$ cat src/rtl/ym3438_phase_decoder.sv
// ---------------------------------------------------------------------------
// ym3438_phase_decoder
//
// Consumer side of the chip-clock prescaler. The two-phase chip clocks c1/c2
// arrive as plain levels in the MCLK domain. This block turns them into
// single-cycle edge strobes, keeps the 24-slot sequencer used by the
// operator, envelope and channel pipelines, measures the c1 period and
// reports whether that period has been stable long enough to be trusted.
//
// Ports
//   MCLK         master clock, all state changes on its rising edge
//   IC           asynchronous active-low initial clear
//   c1, c2       phase-1 / phase-2 chip clock levels (MCLK domain)
//   reset_fsm    slot-counter reset request, only looked at on a c1 rise
//   c1_pulse     one-MCLK strobe per c1 rising edge
//   c2_pulse     one-MCLK strobe per c2 rising edge
//   slot         current slot index 0..SLOTS-1
//   sync         one-MCLK strobe with c1_pulse whenever slot becomes 0
//   period       MCLK cycles between the last two c1 rises (saturating)
//   locked       c1 period has repeated LOCK_CYCLES times with no overlap
//   overlap_err  sticky flag: c1 and c2 were seen high together
// ---------------------------------------------------------------------------
module ym3438_phase_decoder #(
  parameter int SLOTS       = 24,
  parameter int LOCK_CYCLES = 4,
  parameter int PER_W       = 8
) (
  input  logic             MCLK,
  input  logic             IC,
  input  logic             c1,
  input  logic             c2,
  input  logic             reset_fsm,
  output logic             c1_pulse,
  output logic             c2_pulse,
  output logic [4:0]       slot,
  output logic             sync,
  output logic [PER_W-1:0] period,
  output logic             locked,
  output logic             overlap_err
);

  localparam int               MATCH_W    = $clog2(LOCK_CYCLES + 1);
  localparam logic [PER_W-1:0] PER_MAX    = {PER_W{1'b1}};
  localparam logic [4:0]       SLOT_LAST  = 5'(SLOTS - 1);
  localparam logic [MATCH_W-1:0] MATCH_FULL = MATCH_W'(LOCK_CYCLES);

  // Saturating increment of a period-width count.
  function automatic logic [PER_W-1:0] per_sat_inc(input logic [PER_W-1:0] v);
    return (v == PER_MAX) ? PER_MAX : v + PER_W'(1);
  endfunction

  // Match counter stops at LOCK_CYCLES so it never wraps back below lock.
  function automatic logic [MATCH_W-1:0] match_sat_inc(input logic [MATCH_W-1:0] v);
    return (v == MATCH_FULL) ? MATCH_FULL : v + MATCH_W'(1);
  endfunction

  // Registered state.
  logic               c1_q, c2_q;
  logic               c1_pulse_q, c2_pulse_q;
  logic [4:0]         slot_q;
  logic               sync_q;
  logic [PER_W-1:0]   per_cnt_q;
  logic [PER_W-1:0]   period_q;
  logic [PER_W-1:0]   prev_period_q;
  logic [MATCH_W-1:0] match_cnt_q;
  logic               locked_q;
  logic               overlap_err_q;
  logic               ovl_since_rise_q;
  logic               seen_rise_q;
  logic               have_prev_q;

  // Next-state values.
  logic               c1_d, c2_d;
  logic               c1_pulse_d, c2_pulse_d;
  logic [4:0]         slot_d;
  logic               sync_d;
  logic [PER_W-1:0]   per_cnt_d;
  logic [PER_W-1:0]   period_d;
  logic [PER_W-1:0]   prev_period_d;
  logic [MATCH_W-1:0] match_cnt_d;
  logic               locked_d;
  logic               overlap_err_d;
  logic               ovl_since_rise_d;
  logic               seen_rise_d;
  logic               have_prev_d;

  // Edge and event detection on the sampled levels.
  logic             rise1, rise2;
  logic             overlap_now;
  logic [PER_W-1:0] meas;
  logic [4:0]       slot_next;

  assign rise1       = c1 & ~c1_q;
  assign rise2       = c2 & ~c2_q;
  // Judged on the registered copies so a glitch between samples is ignored.
  assign overlap_now = c1_q & c2_q;
  // per_cnt is cleared on the rise edge itself, so the interval is count+1.
  assign meas        = per_sat_inc(per_cnt_q);
  assign slot_next   = (slot_q == SLOT_LAST) ? 5'd0 : slot_q + 5'd1;

  always_comb begin
    c1_d             = c1;
    c2_d             = c2;
    c1_pulse_d       = rise1;
    c2_pulse_d       = rise2;
    slot_d           = slot_q;
    sync_d           = 1'b0;
    per_cnt_d        = per_cnt_q;
    period_d         = period_q;
    prev_period_d    = prev_period_q;
    match_cnt_d      = match_cnt_q;
    overlap_err_d    = overlap_err_q;
    ovl_since_rise_d = ovl_since_rise_q;
    seen_rise_d      = seen_rise_q;
    have_prev_d      = have_prev_q;

    if (rise1) begin
      // A reset request coinciding with the wrap still yields one sync,
      // since both paths land on slot 0 in the same edge.
      slot_d           = reset_fsm ? 5'd0 : slot_next;
      sync_d           = (slot_d == 5'd0);
      per_cnt_d        = '0;
      ovl_since_rise_d = 1'b0;

      if (!seen_rise_q) begin
        // The count since reset is not a real period; just arm measurement.
        seen_rise_d = 1'b1;
      end else begin
        period_d = meas;
        if (have_prev_q && (meas == prev_period_q) && (meas != PER_MAX) &&
            !ovl_since_rise_q) begin
          match_cnt_d = match_sat_inc(match_cnt_q);
        end else begin
          match_cnt_d = '0;
        end
        prev_period_d = meas;
        have_prev_d   = 1'b1;
      end
    end else begin
      per_cnt_d = per_sat_inc(per_cnt_q);
      // A counter pinned at its ceiling means c1 has stopped or slowed
      // beyond measurement; drop lock rather than trusting the old period.
      if (per_cnt_d == PER_MAX) begin
        match_cnt_d = '0;
      end
    end

    // Overlap overrides every other lock update on the same edge.
    if (overlap_now) begin
      overlap_err_d    = 1'b1;
      ovl_since_rise_d = 1'b1;
      match_cnt_d      = '0;
    end

    locked_d = (match_cnt_d == MATCH_FULL);
  end

  always_ff @(posedge MCLK or negedge IC) begin
    if (!IC) begin
      c1_q             <= 1'b0;
      c2_q             <= 1'b0;
      c1_pulse_q       <= 1'b0;
      c2_pulse_q       <= 1'b0;
      slot_q           <= 5'd0;
      sync_q           <= 1'b0;
      per_cnt_q        <= '0;
      period_q         <= '0;
      prev_period_q    <= '0;
      match_cnt_q      <= '0;
      locked_q         <= 1'b0;
      overlap_err_q    <= 1'b0;
      ovl_since_rise_q <= 1'b0;
      seen_rise_q      <= 1'b0;
      have_prev_q      <= 1'b0;
    end else begin
      c1_q             <= c1_d;
      c2_q             <= c2_d;
      c1_pulse_q       <= c1_pulse_d;
      c2_pulse_q       <= c2_pulse_d;
      slot_q           <= slot_d;
      sync_q           <= sync_d;
      per_cnt_q        <= per_cnt_d;
      period_q         <= period_d;
      prev_period_q    <= prev_period_d;
      match_cnt_q      <= match_cnt_d;
      locked_q         <= locked_d;
      overlap_err_q    <= overlap_err_d;
      ovl_since_rise_q <= ovl_since_rise_d;
      seen_rise_q      <= seen_rise_d;
      have_prev_q      <= have_prev_d;
    end
  end

  assign c1_pulse    = c1_pulse_q;
  assign c2_pulse    = c2_pulse_q;
  assign slot        = slot_q;
  assign sync        = sync_q;
  assign period      = period_q;
  assign locked      = locked_q;
  assign overlap_err = overlap_err_q;

endmodule

$ cat config.mk
export PLATFORM = sky130hd
export DESIGN_NAME = ym3438_phase_decoder
export DESIGN_NICKNAME = d
export VERILOG_FILES = /design/src/rtl/ym3438_phase_decoder.sv
export SDC_FILE = /design/constraint.sdc
export NUM_CORES = 1
export LEC_CHECK = 0
export ABC_AREA = 1
export CORE_ASPECT_RATIO = 0.7
export CORE_MARGIN = 5
export CORE_UTILIZATION = 50
export CTS_CLUSTER_SIZE = 20
export DETAILED_ROUTE_END_ITERATION = 7
export HOLD_SLACK_MARGIN = 0.05
export PLACE_DENSITY = 0.73
export SLEW_MARGIN = 20
export SYNTH_ARGS = -nofsm -noshare
export SYNTH_HDL_FRONTEND = slang
export SYNTH_SLANG_ARGS = --single-unit
$ cat constraint.sdc
create_clock -name MCLK -period 1.8 [get_ports MCLK]
set_input_delay 0.54 -clock MCLK [delete_from_list [all_inputs] [get_ports MCLK]]
set_output_delay 0.54 -clock MCLK [all_outputs]
set_load 0.05 [all_outputs]
==> flow_summary.ini, run 1 <==
[synth]
synth_area_per_cell_um2 = 7.88
synthCells = 239
synth-seq-cells = 34
synthMuxAreaShare_pct = 0
synthSimpleGateAreaFrac_pct = 33.4
syn_area_um2 = 1880
synth_top_family_by_area = simple AND/OR/NAND/NOR gates
synthAdderAreaFrac_pct = 2.66
synth.distinct_cells = 29
synth_nets = 248
ys_seq_area_share_pct = 45.2
ys.warnings.count = 0
synth_xor_area_share_pct = 0.465
synth_compound_area_share_pct = 9.69

[floorplanning]
dieHeight_um = 61.4
dieArea_um2 = 5120
fp.dieW_um = 83.4
initial_core_util_pct = 52.6
rows = 18
core_um2 = 3580
io_pins = 23

[clock_network]
clockBufferDepth = 2
cts.sinks = 34
clock_latency_ns = 0.29
cts_buffers = 5
cts_max_level = 2
hold_buffers = 0
cts_tree = done
cts_root_buf = clkbuf_8
clk_pin_slew_ns = 0.07

[sta]
finalCriticalPeriod_ns = 1.96
worst_slack_ns = -0.163
hold_violations = 0
rsz0062_at_grt = yes
setup_viol = 3
period_share_pct = 109
tightest_slew_ns = 0.248
maxSlewViolCount = 0
slew_headroom_pct = 83.3
fmax_mhz = 509
clock_skew_ns = 0.00627

[routing]
route.detailed.drc = 0
drt_iter0_drc = 141
ant_nets = 0
first_pass_iters = 4
routed_wl_um = 4670
routedWlPerCell_um = 13.7
viasPerCell = 5.19
vias = 1763

[min_path]
hp-class = reg2reg

[global_route]
grt_max_degree = 35
grt_util_all_layers_pct = 19.4
grt_pass1_wl_um = 7650
antenna_found_initial = 0
use_met3_pct = 4.81
grt_remaining_overflow = 0
grt_pass1_vias = 1645
top_usage_layer = met2
grtUsageMet1_pct = 27.3
use_met2_pct = 31.1

[finish]
area_delta_synth_final_pct = 40.0
finalInstanceArea_um2 = 2640
final-instance-count-excl-fill = 340
final.fill_count = 248
antenna_cells = 0
fin_nets = 298
ff_latch_area_um2 = 852
drive_gt1_share_pct = 31.7
multi_input_area_um2 = 940

[critical_path]
arrival_ns = 2.19
path_max_fanout = 6
crit_type = reg2reg
end_kind = register
cp.required_ns = 2.02
start_kind = register
r2r_slack_ns = -0.16

[pwr]
ir_drop_mv = 1.03
combPwrFrac_pct = 41.3
p_sw_uw = 1030
swShare_pct = 38.0
power_frac_seq_pct = 36.9
clkPwrFrac_pct = 21.8
leakage_uw = 0.00127
p_int_uw = 1670
cellPowerDensity_nw_per_um2 = 1020

[status]
status = finished, violations left
violations = negative setup slack

[run]
drv_cap = 0

[placed_design]
place_area_um2 = 2460
place.gp.congestion = 0.919
dp.cells = 330
hpwl_um = 3300
port_buffers = 22
==> layout by cell type, fill, tap and decap left out, types with 2 or more instances in the layout <==
master and n:
a21oi_1 6, a31oi_1 2, buf_12 15, buf_4 27, buf_6 2, clkbuf_8 6, clkdlybuf4s50_1 4, dfrtp_1 33
ha_1 3, inv_1 30, nand2_1 58, nand2_2 13, nand3_1 12, nand3_2 7, nand3b_1 3, nand4_1 6
nor2_1 15, nor2_2 5, nor2_4 4, nor3_1 3, o21ai_0 17, o21ai_1 2, or2_2 2
==> layer usage <==
metal	vias to the layer above	wire length (µm)
met5	-	0
li1	867	-
met2	55	2180
met3	4	263
met4	0	29
met1	837	2210
==> worst paths after layout <==
path                                    from                to  depth (start not counted)
min in group asynchronous                 IC  prev_period_q[2]                          2
worst max register to register  per_cnt_q[1]            locked                         14
worst min-delay path                    c2_q          c2_pulse                          1
max in group asynchronous                 IC      per_cnt_q[2]                          2
worst max-delay path            per_cnt_q[1]            locked                         14
worst min register to register          c2_q          c2_pulse                          1
==> layout make-up <==
type	count	area share [%]
sequential	34	32.3
clock buffer	7	3.27
multi-input combinational	167	35.6
tap	50	2.37
clock inverter	1	0.190
timing repair buffer	48	21.4
inverter	33	4.79
==> synth_stat cells <==
master | instances | area [µm²]
a21oi_2 | 1 | 8.76
nand4_1 | 6 | 37.5
nor3_1 | 3 | 15.0
clkbuf_1 | 3 | 11.3
o31ai_1 | 1 | 7.51
nand3_1 | 14 | 70.1
buf_6 | 2 | 22.5
o2111ai_1 | 1 | 8.76
o21ai_1 | 2 | 10.0
nand3_2 | 6 | 60.1
buf_2 | 1 | 5.00
or2_2 | 2 | 12.5
ha_1 | 4 | 50.1
o21ai_2 | 1 | 8.76
nand3b_1 | 3 | 22.5
nor2_1 | 17 | 63.8
dfrtp_1 | 34 | 851
nand2_2 | 7 | 43.8
inv_1 | 30 | 113
clkinv_1 | 1 | 3.75
nor2_4 | 4 | 45.0
o21bai_2 | 1 | 11.3
a31oi_1 | 2 | 12.5
o21ai_0 | 17 | 85.1
xnor2_1 | 1 | 8.76
nor2_2 | 3 | 18.8
nand2_1 | 64 | 240
inv_2 | 2 | 7.51
a21oi_1 | 6 | 30.0
==> what timing repair did <==
action,CTS,global route
gates resized for setup,4,14
endpoints found under the setup margin,4,9
pin swaps,2,2
cloned,0,1
setup buffers,0,1
==> power groups by stage <==
stage	Sequential, µW	Clock, µW	Combinational (µW)
after global placement	984	0	1020
final	996	590	1120
after CTS	983	589	1060
after global routing	1010	633	1210
after floorplan	1110	0	448
after detailed placement	989	0	1040
==> cell families after synthesis <==
| group | count (synthesis) |
|---|---|
| AND/OR/NAND/NOR | 129 |
| buffers and inverters | 39 |
| flip-flops | 34 |
| AO/OA/AOI/OAI | 32 |
| adder cells (fa/ha/maj) | 4 |
| XOR/XNOR | 1 |
==> registers in the layout, indices dropped and copies added (netlist names) <==
register,cells
c1_pulse,1
ovl_since_rise_q,1
locked,1
c1_q,1
seen_rise_q,1
c2_pulse,1
overlap_err,1
c2_q,1
prev_period_q,8
match_cnt_q,3
have_prev_q,1
slot,5
sync,1
per_cnt_q,8
==> worst max-delay path, stage by stage (launching register included) <==
cell     delay, ns
dfrtp_1       0.41
ha_4          0.20
nand3_4       0.09
inv_4         0.09
nand2_4       0.07
buf_4         0.15
nand3_2       0.06
nand2_1       0.07
nor2_2        0.13
nand2_2       0.09
nor2_4        0.13
nand2_2       0.08
o21ai_2       0.13
nand3_1       0.11
nor2_2        0.09
==> per-stage QoR <==
step	setup TNS [ns]	hold slack, ns	worst slack, ns	util [%]	total power, µW
after floorplan	0	0.244	0.0118	-	1560
after global placement	-0.901	0.414	-0.130	68.7	2000
after CTS	-0.142	0.421	-0.117	71.9	2630
after detailed placement	-1.58	0.415	-0.211	68.7	2030
final	-0.239	0.424	-0.163	73.7	2700
after global routing	-0.887	0.464	-0.305	73.7	2860
(Power assumes the default switching activity.)
==> run 2, diff against run 1 <==
--- a/config.mk
+++ b/config.mk
@@ -11,8 +11,10 @@
 export CORE_UTILIZATION = 50
 export CTS_CLUSTER_SIZE = 20
 export DETAILED_ROUTE_END_ITERATION = 7
+export GPL_ROUTABILITY_DRIVEN = 0
 export HOLD_SLACK_MARGIN = 0.05
 export PLACE_DENSITY = 0.73
+export RECOVER_POWER = 100
 export SLEW_MARGIN = 20
 export SYNTH_ARGS = -nofsm -noshare
 export SYNTH_HDL_FRONTEND = slang
==> constraint.sdc (replaced) <==
create_clock -name MCLK -period 1.8 [get_ports MCLK]
set_input_delay 0.54 -clock MCLK [delete_from_list [all_inputs] [get_ports MCLK]]
set_output_delay 0.54 -clock MCLK [all_outputs]
set_load 0.01 [all_outputs]
==> flow_summary.ini, run 2 (synthesis results as in run 1) <==
[floorplanning]
initial_core_util_pct = 52.6
fp.dieW_um = 83.4
core_um2 = 3580
io_pins = 23
rows = 18
dieArea_um2 = 5120
dieHeight_um = 61.4

[clock_network]
cts_root_buf = clkbuf_8
cts_buffers = 5
clock_latency_ns = 0.28
cts.sinks = 34
clockBufferDepth = 2
clk_pin_slew_ns = 0.07
cts_tree = done
cts_max_level = 2
hold_buffers = 0

[routing]
routedWlPerCell_um = 12.9
vias = 1711
route.detailed.drc = 0
routed_wl_um = 4430
first_pass_iters = 4
ant_nets = 0
viasPerCell = 4.99
drt_iter0_drc = 101

[global_route]
grtUsageMet1_pct = 25.9
grt_pass1_vias = 1593
grt_pass1_wl_um = 7170
antenna_found_initial = 0
use_met3_pct = 4.68
grt_util_all_layers_pct = 18.0
grt_remaining_overflow = 0
use_met2_pct = 27.4
top_usage_layer = met2
grt_max_degree = 35

[critical_path]
crit_type = reg2reg
cp.required_ns = 2.02
end_kind = register
timing.critical_path.buf_inv = 2
worst-path-stages = 14
path_max_fanout = 8
slowest_delay_ns = 0.40
critPathMostFrequentCell = nand3_2
critPathTopFamily = simple AND/OR/NAND/NOR gates
crit_path_top_delay_cell = dfrtp_1
crit_chain = ha_4 -> nand3_2 -> inv_2 -> nand2_4 -> buf_12 -> nand3_2 -> nand2_1 -> nor2_2 -> nand2_1 -> nor2_4 -> nand2_2 -> o21ai_2 -> nand3_2 -> nor2_2
reg2regPathDepth = 14
arrival_ns = 2.21
start_kind = register

[pwr]
ir_drop_mv = 0.666
power_frac_seq_pct = 40.1
swShare_pct = 34.3
leakage_uw = 0.00124
p_sw_uw = 822
cellPowerDensity_nw_per_um2 = 943
design_power_total_uw = 2390
clkPwrFrac_pct = 23.9
p_int_uw = 1570
combPwrFrac_pct = 36.0

[finish]
area_delta_synth_final_pct = 34.7
final.fill_count = 283
final_cell_mix = nand2_1 (58), dfrtp_1 (33), inv_1 (30), buf_4 (22), o21ai_0 (16)
multi_input_area_um2 = 940
fin_util_pct = 70.9
ff_latch_area_um2 = 852
final-instance-count-excl-fill = 343
drive_gt1_share_pct = 26.6
finalInstanceArea_um2 = 2540
fin_nets = 301
final_common_cell = nand2_1
antenna_cells = 0

[sta]
maxSlewViolCount = 0
slew_headroom_pct = 45.8
hold_violations = 0
setup_viol = 5
fmax_mhz = 501
period_share_pct = 111
clock_skew_ns = 0.00395
rsz0062_at_grt = yes
hold-worst-slack_ns = 0.435
finalCriticalPeriod_ns = 2.00
tightest_slew_ns = 0.813
worst_slack_ns = -0.195

[min_path]
whs_path_depth = 1
hp-class = reg2reg

[status]
status = finished, violations left
violations = negative setup slack

[placed_design]
place_area_um2 = 2330
dp.cells = 327
port_buffers = 22
hpwl_um = 3150

[run]
drv_cap = 0
-- run 2: cell types whose count changed in the layout (fill, tap and decap cells not counted), moves of 2 or more --
cell	before	now
buf_4	27	22
inv_2	1	3
clkdlybuf4s50_1	4	8
dlygate4sd3_1	0	6
buf_12	15	2
clkbuf_2	0	2
nand2_2	13	11
clkdlybuf4s25_1	0	8
-- run 2: per-stage QoR --
stage | setup TNS, ns | setup slack, ns
after floorplan | 0 | 0.0118
after global placement | -1.73 | -0.224
after detailed placement | -1.89 | -0.220
after CTS | -0.111 | -0.102
after global routing | -1.99 | -0.303
final | -0.443 | -0.195
-- run 2: power by group through the flow --
stage | clock network, µW | logic [µW] | registers (µW)
floorplan | 0 | 448 | 959
global placement | 0 | 745 | 963
detailed placement | 0 | 763 | 963
CTS | 584 | 808 | 958
global route | 619 | 950 | 975
finish | 572 | 862 | 960
-- run 2: area by class of cell --
class	count	area share [%]
clock buffer	7	3.40
clock inverter	1	0.197
inverter	33	4.88
multi-input combinational	166	37.0
sequential	34	33.6
tap	50	2.46
timing repair buffer	52	18.5
-- run 2: worst reg2reg max path: cells and delay by family (launching register included) --
kind            cells  cell delay [ns]
fa+ha+maj           1             0.19
flops               1             0.40
buf+inv             2             0.24
simple gates       10             0.93
compound gates      1             0.17
-- run 2: metal layers --
layer	up-vias	part of all wire, %	wire length [µm]
met1	778	49	2190
li1	882	-	-
met4	0	0.75	33
met2	47	44	1960
met5	-	0	0
met3	4	5.4	240
-- run 2: worst paths after layout --
path                              start           end  slack [ns]
max                        per_cnt_q[0]        locked       -0.20
min                                c2_q      c2_pulse        0.43
max reg2reg                per_cnt_q[0]        locked       -0.20
min reg2reg                        c2_q      c2_pulse        0.43
max in group asynchronous            IC  per_cnt_q[2]        0.37
min in group asynchronous            IC  per_cnt_q[4]        0.87
-- run 2: timing repair --
| item | CTS | global route |
|---|---|---|
| cloned | 0 | 0 |
| gates resized for setup | 9 | 20 |
| setup endpoints to repair | 5 | 20 |
| buffers inserted | 1 | 7 |
| pin swaps | 4 | 14 |
